--- src/rtl/board_controller.sv ---
// Four-column drop-game controller: accepts a column, stacks a piece in the lowest free row,
// waits for the external winner detector to settle, then passes the turn or ends the game.
module board_controller #(
    parameter int SETTLE_CYCLES = 1
) (
    input  logic        clk,
    input  logic        reset,
    input  logic        new_game,
    input  logic        move_valid,
    input  logic [1:0]  move_col,
    output logic        move_ready,
    input  logic [1:0]  game_status,
    output logic [15:0] game_board,
    output logic [15:0] player_cells,
    output logic        current_player,
    output logic        move_done,
    output logic        move_rejected,
    output logic [4:0]  move_count
);

    localparam int CW = (SETTLE_CYCLES > 1) ? $clog2(SETTLE_CYCLES) : 1;
    localparam logic [CW-1:0] SETTLE_LOAD = CW'(SETTLE_CYCLES - 1);

    typedef enum logic [2:0] {IDLE, PLACE, SETTLE, CHECK, OVER} state_t;

    state_t        state, state_nxt;
    logic [1:0]    col;
    logic [CW-1:0] settle_cnt;
    logic [3:0]    col_bits;
    logic          col_full;
    logic [1:0]    row;
    logic          do_write, do_reject, do_toggle, load_settle;

    // col_bits[r] is the occupancy of row r in the latched column
    always_comb begin
        col_bits = {game_board[{2'd3, col}], game_board[{2'd2, col}],
                    game_board[{2'd1, col}], game_board[{2'd0, col}]};
        col_full = &col_bits;
        if (!col_bits[0])      row = 2'd0;
        else if (!col_bits[1]) row = 2'd1;
        else if (!col_bits[2]) row = 2'd2;
        else                   row = 2'd3;
    end

    always_ff @(posedge clk or posedge reset) begin
        if (reset) state <= IDLE;
        else       state <= state_nxt;
    end

    always_comb begin
        state_nxt   = state;
        do_write    = 1'b0;
        do_reject   = 1'b0;
        do_toggle   = 1'b0;
        load_settle = 1'b0;
        case (state)
            IDLE:   if (move_valid) state_nxt = PLACE;
            PLACE: begin
                if (col_full) begin
                    do_reject = 1'b1;
                    state_nxt = IDLE;
                end else begin
                    do_write    = 1'b1;
                    load_settle = 1'b1;
                    state_nxt   = SETTLE;
                end
            end
            SETTLE: if (settle_cnt == '0) state_nxt = CHECK;
            CHECK: begin
                if (game_status != 2'b00) begin
                    state_nxt = OVER;
                end else begin
                    do_toggle = 1'b1;
                    state_nxt = IDLE;
                end
            end
            OVER:    state_nxt = OVER;
            default: state_nxt = IDLE;
        endcase
        // a clear request overrides whatever the FSM was about to do, including a write
        if (new_game) begin
            state_nxt   = IDLE;
            do_write    = 1'b0;
            do_reject   = 1'b0;
            do_toggle   = 1'b0;
            load_settle = 1'b0;
        end
    end

    assign move_ready = (state == IDLE);

    always_ff @(posedge clk or posedge reset) begin
        if (reset) begin
            col        <= 2'd0;
            settle_cnt <= '0;
        end else begin
            if (state == IDLE && move_valid && !new_game) col <= move_col;
            if (load_settle)
                settle_cnt <= SETTLE_LOAD;
            else if (state == SETTLE && settle_cnt != '0)
                settle_cnt <= settle_cnt - CW'(1);
        end
    end

    always_ff @(posedge clk or posedge reset) begin
        if (reset) begin
            game_board     <= 16'h0000;
            player_cells   <= 16'h0000;
            current_player <= 1'b0;
            move_count     <= 5'd0;
            move_done      <= 1'b0;
            move_rejected  <= 1'b0;
        end else if (new_game) begin
            game_board     <= 16'h0000;
            player_cells   <= 16'h0000;
            current_player <= 1'b0;
            move_count     <= 5'd0;
            move_done      <= 1'b0;
            move_rejected  <= 1'b0;
        end else begin
            move_done     <= do_write;
            move_rejected <= do_reject;
            if (do_write) begin
                game_board[{row, col}]   <= 1'b1;
                player_cells[{row, col}] <= current_player;
                if (move_count != 5'd16) move_count <= move_count + 5'd1;
            end
            if (do_toggle) current_player <= ~current_player;
        end
    end

endmodule

--- config.mk ---
export PLATFORM = sky130hd
export DESIGN_NAME = board_controller
export DESIGN_NICKNAME = d
export VERILOG_FILES = /design/src/rtl/board_controller.sv
export SDC_FILE = /design/constraint.sdc
export NUM_CORES = 1
export LEC_CHECK = 0
export CORE_MARGIN = 1.5
export CORE_UTILIZATION = 62
export DETAILED_ROUTE_END_ITERATION = 10
export DONT_BUFFER_PORTS = 1
export PLACE_DENSITY = 0.77
export SLEW_MARGIN = 0
export SYNTH_ARGS = -nofsm -noshare
export SYNTH_HDL_FRONTEND = slang
export SYNTH_SLANG_ARGS = --single-unit
--- constraint.sdc ---
create_clock -name clk -period 2.4 [get_ports clk]
set_input_delay 0.48 -clock clk [delete_from_list [all_inputs] [get_ports clk]]
set_output_delay 0.48 -clock clk [all_outputs]
set_load 0.005 [all_outputs]
Word-level counts from Yosys, hierarchy flattened --
Cells that the tools add are included.
Word-level totals: output and inout bits 41, logic and storage cells 81, input port bits 8, memories 0, memory bits (read-only) 0, RAM bits 0, bits in registers 46, bits in latches 0
Operators by class: add/subtract/negate cells 2, reductions and logical operators 14, magnitude comparators 6, div/mod/pow operators 0, mux-type cells 41, shift-type cells 0, multiply operators 0, bitwise logic cells 2, eq/ne operators 7
Operators by type and width (number):
- two-way mux 16 bit | 4
- two-way mux 1 bit | 20
- bitwise mux 16 bit | 1
- OR 16 bit | 1
- < comparator 4 x 5 -> 1 bit (second input constant) | 3
- two-way mux 5 bit | 3
- case mux 3 bit (5 select lines) | 1
- two-way mux 3 bit | 4
- nonzero test 2 bit | 5
- binary-select mux 1 bit (select 2 bit) | 4
- == test 3 x 2 -> 1 bit (second input constant) | 2
- two-way mux 2 bit | 3
- inequality test 3 bit (second input constant) | 2
- adder 5 x 1 -> 5 bit (second input constant) | 1
- < comparator 2 x 5 -> 1 bit (second input constant) | 1
- < comparator 3 x 5 -> 1 bit (second input constant) | 1
- inequality test 5 bit (second input constant) | 1
- demux 1 bit (select 4 bit) | 1
- greater-or-equal comparator 4 x 1 -> 1 bit (second input constant) | 1
- logical AND 1 bit | 4
- AND reduction 2 bit | 2
- AND reduction 4 bit | 1
- == test 3 x 1 -> 1 bit (second input constant) | 1
- == test 3 bit (second input constant) | 1
- other kinds (4) | 4

Longest topological paths before layout --
depth after elaboration 12, mapped depth 6, depth with buffers taken out 5

Least setup slack after synthesis --
Ideal clock, no wire load.
kind register -> register, start register col[0], end register move_count[0], setup time 0.125 ns, stages on the path, launching flop included 6, setup slack 0.586 ns, period minus slack after synthesis 1.814 ns, path buffers 1, arrival time 1.689 ns, data required time 2.275 ns, cell sequence dfrtp_1 > buf_6 > mux4_2 > nand4_4 > and3_4 > mux2_4
On the way: cells in the longest elaborated chain, start to end 8, elaborated cells on any way between the ends 14, classes of those cells 11 x mux; 3 x reduce/logical
Ends and longest elaborated chain:
- start: declaration | RTL line 27 | logic [1:0] col;
- start signal: assignment | RTL line 97 | if (state == IDLE && move_valid && !new_game) col <= move_col;
- binary-select mux 1 bit (select 2 bit), on equally long branches | RTL line 37, 36
- two-way mux 1 bit, on equally long branches | RTL line 37, 36
- AND reduction 4 bit (*) | RTL line 38 | col_full = &col_bits;
- two-way mux 1 bit (*) | RTL line 59 | if (col_full) begin
- two-way mux 1 bit (*) | RTL line 56 | case (state)
- two-way mux 1 bit (*) | RTL line 81 | if (new_game) begin
- nonzero test 2 bit (no source line) (*)
- AND reduction 2 bit (no source line) (*)
- end signal: assignment | RTL line 126 | if (move_count != 5'd16) move_count <= move_count + 5'd1;
- end: declaration | RTL line 18 | output logic [4:0] move_count
Every way passes the cells marked *; elsewhere a longest branch is shown, timed or not. The select of a mux whose other input is x is not followed. A chain may end at the register's enable or synchronous reset.

Final worst setup path --
start register col[0], end register player_cells[6]
On the way: cells in the longest elaborated chain, start to end 12, elaborated cells on any way between the ends 24, classes of those cells 2 x order compare; 19 x mux; 3 x reduce/logical
Ends and longest elaborated chain:
- binary-select mux 1 bit (select 2 bit) | RTL line 36 | col_bits = {game_board[{2'd3, col}], game_board[{2'd2, col}],
- two-way mux 1 bit (implied by the code) | RTL line 36
- two-way mux 1 bit | RTL line 41 | else if (!col_bits[2]) row = 2'd2;
- two-way mux 2 bit | RTL line 40 | else if (!col_bits[1]) row = 2'd1;
- two-way mux 2 bit | RTL line 39 | if (!col_bits[0]) row = 2'd0;
- < comparator 4 x 5 -> 1 bit (implied by the code) or greater-or-equal comparator 4 x 1 -> 1 bit (tied branches) | RTL line 125 | player_cells[{row, col}] <= current_player;
- logical AND 1 bit (implied by the code) | RTL line 125
- two-way mux 1 bit (implied by the code) | RTL line 125
- demux 1 bit (select 4 bit) | RTL line 125
- bitwise mux 16 bit | RTL line 125
- two-way mux 16 bit | RTL line 123 | if (do_write) begin
- two-way mux 16 bit | RTL line 113 | end else if (new_game) begin
- end signal: indexed assignment | RTL line 125
- end: declaration | RTL line 14 | output logic [15:0] player_cells,
Several ways; a longest one is shown, not always the timed one. The select of a mux whose other input is x is not followed.

==> impl_metrics.py <==
metrics = {
    "sta": {
        "setup_ws_ns": 0.325,
        "grt_setup_unrepaired": "false",
        "fin_skew_ns": 0.00767,
        "whs_ns": -0.0121,
        "finalCritPeriodShare_pct": 86.5,
        "hold_viol_final": 8,
        "setup-violations-final": 0,
        "post-route-min-period_ns": 2.07,
        "maxSlewHeadroom_pct": 54.0,
        "worst_pin_slew_ns": 0.684,
        "max_freq_ghz": 0.482,
        "finalSetupTns_ns": 0,
        "report.final.slew_viol_count": 0,
    },
    "routing": {
        "first_iter_violations": 97,
        "firstDrtPassIters": 4,
        "drt-wirelength-per-cell_um": 17.3,
        "via_per_inst": 6.16,
        "drc": 0,
        "vias": 1639,
        "totalWireLength_um": 4600,
        "ant_nets": 0,
    },
    "power_and_ir_drop": {
        "power_density_nw_per_um2": 581,
        "pwr-share-seq_pct": 64.0,
        "ir_drop_uv": 387,
        "swShare_pct": 27.1,
        "leakagePower_uw": 0.00104,
        "p_comb_share_pct": 10.9,
        "internal_power_uw": 970,
        "power_switching_uw": 361,
        "p_clk_share_pct": 25.0,
    },
    "worst_setup_path": {
        "crit_arrival_ns": 2.36,
        "start_kind": "register",
        "path_max_fanout": 12,
        "reg2reg_slack_ns": 0.33,
        "cp-end-kind": "register",
        "criticalPathCategory": "register to register",
        "required_ns": 2.69,
    },
    "cts": {
        "clkLatencyLatePin_ns": 0.35,
        "post-cts-setup-buffers": 0,
        "cts_buffer_depth": 2,
        "htreeDepth": 2,
        "hold_buffers": 0,
        "path_clk_slew_ns": 0.12,
        "post_cts_resized": 0,
        "cts_made_buffers": 5,
        "cts_tree": "yes",
        "root_buffer": "clkbuf_4",
        "clock-sinks": 46,
    },
    "layout": {
        "nFillCells": 261,
        "regArea_um2": 1150,
        "fin_nets": 230,
        "n_antenna_cell": 0,
        "syn_to_final_growth_pct": 2.69,
        "multi_input_area_um2": 997,
        "drive_above_1_share_pct": 10.9,
    },
    "placement": {
        "dp_slack_ns": 0.350,
        "hpwl_um": 3340,
        "gp_congestion": 0.784,
        "io_buffers": 0,
    },
    "global_routing": {
        "grt_pass1_wl_um": 7930,
        "antenna_found_initial": 0,
        "grt_max_degree": 47,
        "track_usage_pct": 25.3,
        "grt-ovfl-total": 0,
        "grt_pass1_vias": 1611,
    },
    "floorplan": {
        "rows": 21,
        "dieArea_um2": 3970,
        "die_h_um": 63,
        "io_pins": 49,
        "core_area_um2": 3390,
        "die_width_um": 63,
        "start_util_pct": 65.9,
    },
    "synth": {
        "synth_xor_xnor_area_share_pct": 0.392,
        "synth_seq_cells": 46,
        "synthAdderAreaFrac_pct": 1.12,
        "yosysSeqAreaShare_pct": 51.6,
        "synth_fp_nets": 232,
        "synthCells": 222,
        "yosysWarnings": 0,
        "synth_top_family_by_area": "simple AND/OR/NAND/NOR gates",
        "synth_compound_area_share_pct": 13.1,
        "synth_area_um2": 2230,
        "synth_cell_type_count": 39,
        "synth_simple_gate_area_share_pct": 23.2,
        "syn-mean-instance-area_um2": 10.1,
        "synth.mux.area_fraction_pct": 6.84,
    },
    "run_status": {
        "outcome": "finished with violations",
        "violations": "negative hold slack",
    },
    "hold_path": {
        "hp-class": "input pin to async pin",
    },
    "flow_run": {
        "max-cap-violations": 0,
    },
}
[cells in the mapped netlist]
| cell | instances | area [um^2] |
|---|---|---|
| nand4_1 | 1 | 6.26 |
| inv_1 | 7 | 26.3 |
| buf_4 | 1 | 7.51 |
| buf_2 | 4 | 20.0 |
| nor2b_1 | 16 | 100 |
| ha_1 | 2 | 25.0 |
| and3_1 | 2 | 12.5 |
| or3b_2 | 1 | 8.76 |
| mux2_2 | 2 | 22.5 |
| nor2_1 | 35 | 131 |
| mux2i_1 | 1 | 10.0 |
| and2_1 | 2 | 12.5 |
| a21boi_0 | 1 | 7.51 |
| dfrtp_1 | 46 | 1150 |
| a21oi_2 | 1 | 8.76 |
| mux2_4 | 2 | 30.0 |
| and4b_1 | 1 | 10.0 |
| nand4_4 | 1 | 21.3 |
| nand4b_4 | 1 | 23.8 |
| nand4_2 | 1 | 12.5 |
| nand3b_1 | 1 | 7.51 |
| buf_6 | 1 | 11.3 |
| mux4_2 | 4 | 90.1 |
| nand2b_1 | 4 | 25.0 |
| o21ai_0 | 24 | 120 |
| xnor2_1 | 1 | 8.76 |
| clkbuf_1 | 5 | 18.8 |
| o32ai_1 | 3 | 26.3 |
| nor3b_2 | 1 | 12.5 |
| a21oi_1 | 21 | 105 |
| and2b_1 | 1 | 7.51 |
| and3_4 | 1 | 11.3 |
| nor3_1 | 3 | 15.0 |
| nand2_1 | 9 | 33.8 |
| o31ai_1 | 1 | 7.51 |
| and3b_1 | 1 | 8.76 |
| nand3_1 | 9 | 45.0 |
| nor4_1 | 2 | 12.5 |
| a31o_2 | 2 | 17.5 |
[layout make-up]
type | instances | share of cell area (%)
timing repair buffer | 2 | 0.655
tap | 46 | 2.51
inverter | 7 | 1.15
sequential | 46 | 50.2
clock buffer | 7 | 1.97
multi-input combinational | 158 | 43.5
[placed cells by master (no fill, tap or decap), drive strengths merged]
cell type and n:
clkinv 1, mux4 4, nor2 35, buf 2, o21ai 24, a31o 2, or3b 1, nor3b 1
clkbuf 7, and2 2, o31ai 1, nand3 9, ha 2, nor3 3, inv 6, a21boi 1
a21oi 22, mux2 4, xnor2 1, nand2 9, dfrtp 46, nand2b 4, nand4 3, o32ai 3
and4b 1, nor4 2, and3b 1, mux2i 1, nand3b 1, nor2b 16, and2b 1, and3 3
nand4b 1
[stage by stage]
stage / hold slack, ns / std cells / util (%) / instance area [um^2] / total power [uW]
after floorplan: 0.492 / 222 / - / 2230 / 997
after global placement: 0.376 / 259 / 66.3 / 2250 / 1000
after detailed placement: 0.393 / 259 / 66.3 / 2250 / 1010
after CTS: 0.00436 / 266 / 67.6 / 2290 / 1340
after global routing: 0.0125 / 266 / 67.6 / 2290 / 1400
final: -0.0121 / 266 / 67.6 / 2290 / 1330
[registers in the layout, summed over array words and instances, names as in the netlist]
name	flops
current_player	1
move_count	5
game_board	16
move_rejected	1
col	2
settle_cnt	1
move_done	1
player_cells	16
state	3
[cells by family (layout without fill, tap and decap cells)]
kind of cell | after synthesis | count (layout)
buffers and inverters | 18 | 16
xor gates and xnor gates | 1 | 1
DFF | 46 | 46
and+or+nand+nor | 93 | 93
AOI/OAI and AO/OA | 53 | 53
muxes | 9 | 9
adders and majority gates | 2 | 2
[power groups by stage]
stage | Combinational (uW) | Sequential (uW) | Clock [uW]
finish | 145 | 853 | 333
global route | 164 | 860 | 377
CTS | 147 | 852 | 340
detailed placement | 146 | 868 | 0
global placement | 141 | 864 | 0
floorplan | 163 | 834 | 0
[final timing paths]
path,from,end,cells past startpoint
worst max-delay path,col[0],player_cells[6],4
worst min-delay path,reset,player_cells[11],1
worst max register to register,col[0],player_cells[6],4
worst min register to register,settle_cnt,settle_cnt,2
max in group asynchronous,reset,move_count[3],2
min in group clk,new_game,player_cells[6],1
[critical path, stage by stage, from the launching register on]
cell	delay, ns
dfrtp_1	0.62
mux4_2	0.68
nor2b_1	0.42
nand3_1	0.15
a21oi_1	0.14
[per-layer routing]
layer,GRT usage [%],vias to the layer above,share of wire [%]
met2,39.0,78,47
li1,-,765,-
met4,4.44,0,0.74
met1,34.8,791,42
met5,0,-,0
met3,9.73,5,11
Power figures use the tool's default switching activity.
==> RTL edit: new RTL, config.mk and constraints unchanged <==
Encoding of `state_t`: now one-hot (5 bits for 5 states).
--- a/src/rtl/board_controller.sv
+++ b/src/rtl/board_controller.sv
@@ -23,3 +23,3 @@
 
-    typedef enum logic [2:0] {IDLE, PLACE, SETTLE, CHECK, OVER} state_t;
+    typedef enum logic [4:0] {IDLE = 5'b00001, PLACE = 5'b00010, SETTLE = 5'b00100, CHECK = 5'b01000, OVER = 5'b10000} state_t;
 
Formal check against the unedited RTL: same outputs for any inputs over 10 cycles, from zero or initial values and one cycle with reset high; not proved beyond that.
==> RTL edit against the unedited design <==
Total power increased by 15%. Sequential power decreased by 0.5%. Area after synthesis increased by 5.5%. Clock power increased by 69%. Count of clock-buffer cells in the layout unchanged. Setup slack got worse by 0.11 ns. Cell area increased by 9.7%. Wire length increased by 12%. Sequential cell count increased by 2. Critical path type unchanged.
==> RTL edit: results (changes against the unedited design) <==
* Status: finished clean
- The via density per instance came to 6.380 (+3.5%).
* Total global routing track utilization: 26.88% (+1.6 points)
- The met3 global-route usage came to 9.896% (+0.17 points).
- The weighted congestion at the end of routability-driven global placement came to 0.7907 (+0.91%).
- The routed metal-1 wire length was 2.059 mm (+7.2%).
- Wire length on met2: 2.625 mm (+23%)
- Metal3 WL: 432 microns (-14%)
- The setup slack of the most critical reg-to-reg path came to 0.22 ns (-0.11 ns).
- Top fanout value on the critical path: 13 (+1)
- After synthesis, the cell types taking the most area are sky130_fd_sc_hd__dfrtp_1, sky130_fd_sc_hd__nand2b_1, sky130_fd_sc_hd__mux2i_1.
- Highest ir drop seen on vdd: 0.4316 mV (+12%)
- Met2 track demand over resource: 43.88% (+4.9 points)
* Seq pwr share: 55.4% (-8.6 points)
- Proportion of synthesized chip area in sequential cells: 51.06% (-0.51 points)
* Post-DP HPWL: 3.657 mm (+9.6%)
* Clock skew after layout: 0.007892 ns (+0.0002183 ns)
* Largest net degree at the start of global routing: 54 (+15%)
- Count of distinct cell types in the synthesized netlist: 44 (+13%)
* Registers with the highest flip-flop counts: game_board x16, player_cells x16
- Leakage power: 1.098 nW (+5.5%)
* Antenna violations before repair: 0 (unchanged)
- The ratio of cells with drive above 1 in the final layout was 11.50% (+0.60 points).
* Net total in the final layout: 235 (+2.2%)
- Part of the power in combinational logic: 7.8% (-3.1 points)
* Final WL: 5.150 mm (+12%)
* Clock-pin slew reported for the worst setup and hold paths after clock tree synthesis: 0.09 ns (-0.03 ns)
* Met1 capacity usage during global routing: 33.33% (-1.4 points)
* Number of fillers in the final layout: 289 (+11%)
- The clock latency reported for the late side of the worst-skew pair is 0.29 ns (-0.06 ns).
- Global-route wire length before repair: 8.535 mm (+7.7%)
RTL edit: path summary, 6_finish.rpt:
path,from,end,depth (start not counted)
min in group clk,new_game,move_count[3],1
hold reg to reg,settle_cnt,state[3],1
hold / removal,reset,state[3],2
setup / recovery,col[0],move_count[1],4
max in group asynchronous,reset,state[0],2
setup reg to reg,col[0],move_count[1],4
RTL edit: per-stage QoR:
step | instances | area, sq um | setup slack (ns) | hold WS [ns] | power (mW)
6_report | 274 | 2514 | 0.2193 | 0.09976 | 1.533
5_1_grt | 274 | 2514 | 0.07925 | 0.1166 | 1.586
3_5_place_dp | 266 | 2407 | 0.2392 | 0.4260 | 0.9843
2_1_floorplan | 226 | 2355 | 0.5357 | 0.4300 | 0.9590
4_1_cts | 274 | 2514 | 0.2170 | 0.1043 | 1.541
3_3_place_gp | 266 | 2407 | 0.3320 | 0.4209 | 0.9790
RTL edit: worst max-delay path, cell delays in order, from the launching register on:
cell,delay (ns)
sky130_fd_sc_hd__dfrtp_1,0.50
sky130_fd_sc_hd__mux4_1,0.70
sky130_fd_sc_hd__and4_4,0.27
sky130_fd_sc_hd__or4b_1,0.52
sky130_fd_sc_hd__o31ai_1,0.09
RTL edit: cell families after synthesis:
group | count (synthesis) | share of synthesized area [%]
and+or+nand+nor | 92 | 22.10
DFF | 48 | 51.06
AOI/OAI and AO/OA | 43 | 11.42
buffers and inverters | 23 | 4.357
muxes | 17 | 9.618
adders and majority gates | 2 | 1.063
xor gates and xnor gates | 1 | 0.3720
RTL edit: layout make-up:
type	count	area, sq um	area share (%)
inverters	8	30.03	1.195
clock inverters	1	30.03	1.195
multi-input cells	155	1050	41.76
clock buffers	7	76.32	3.036
flip-flops and latches	48	1202	47.83
repair buffers	7	65.06	2.588
well taps	48	60.06	2.389
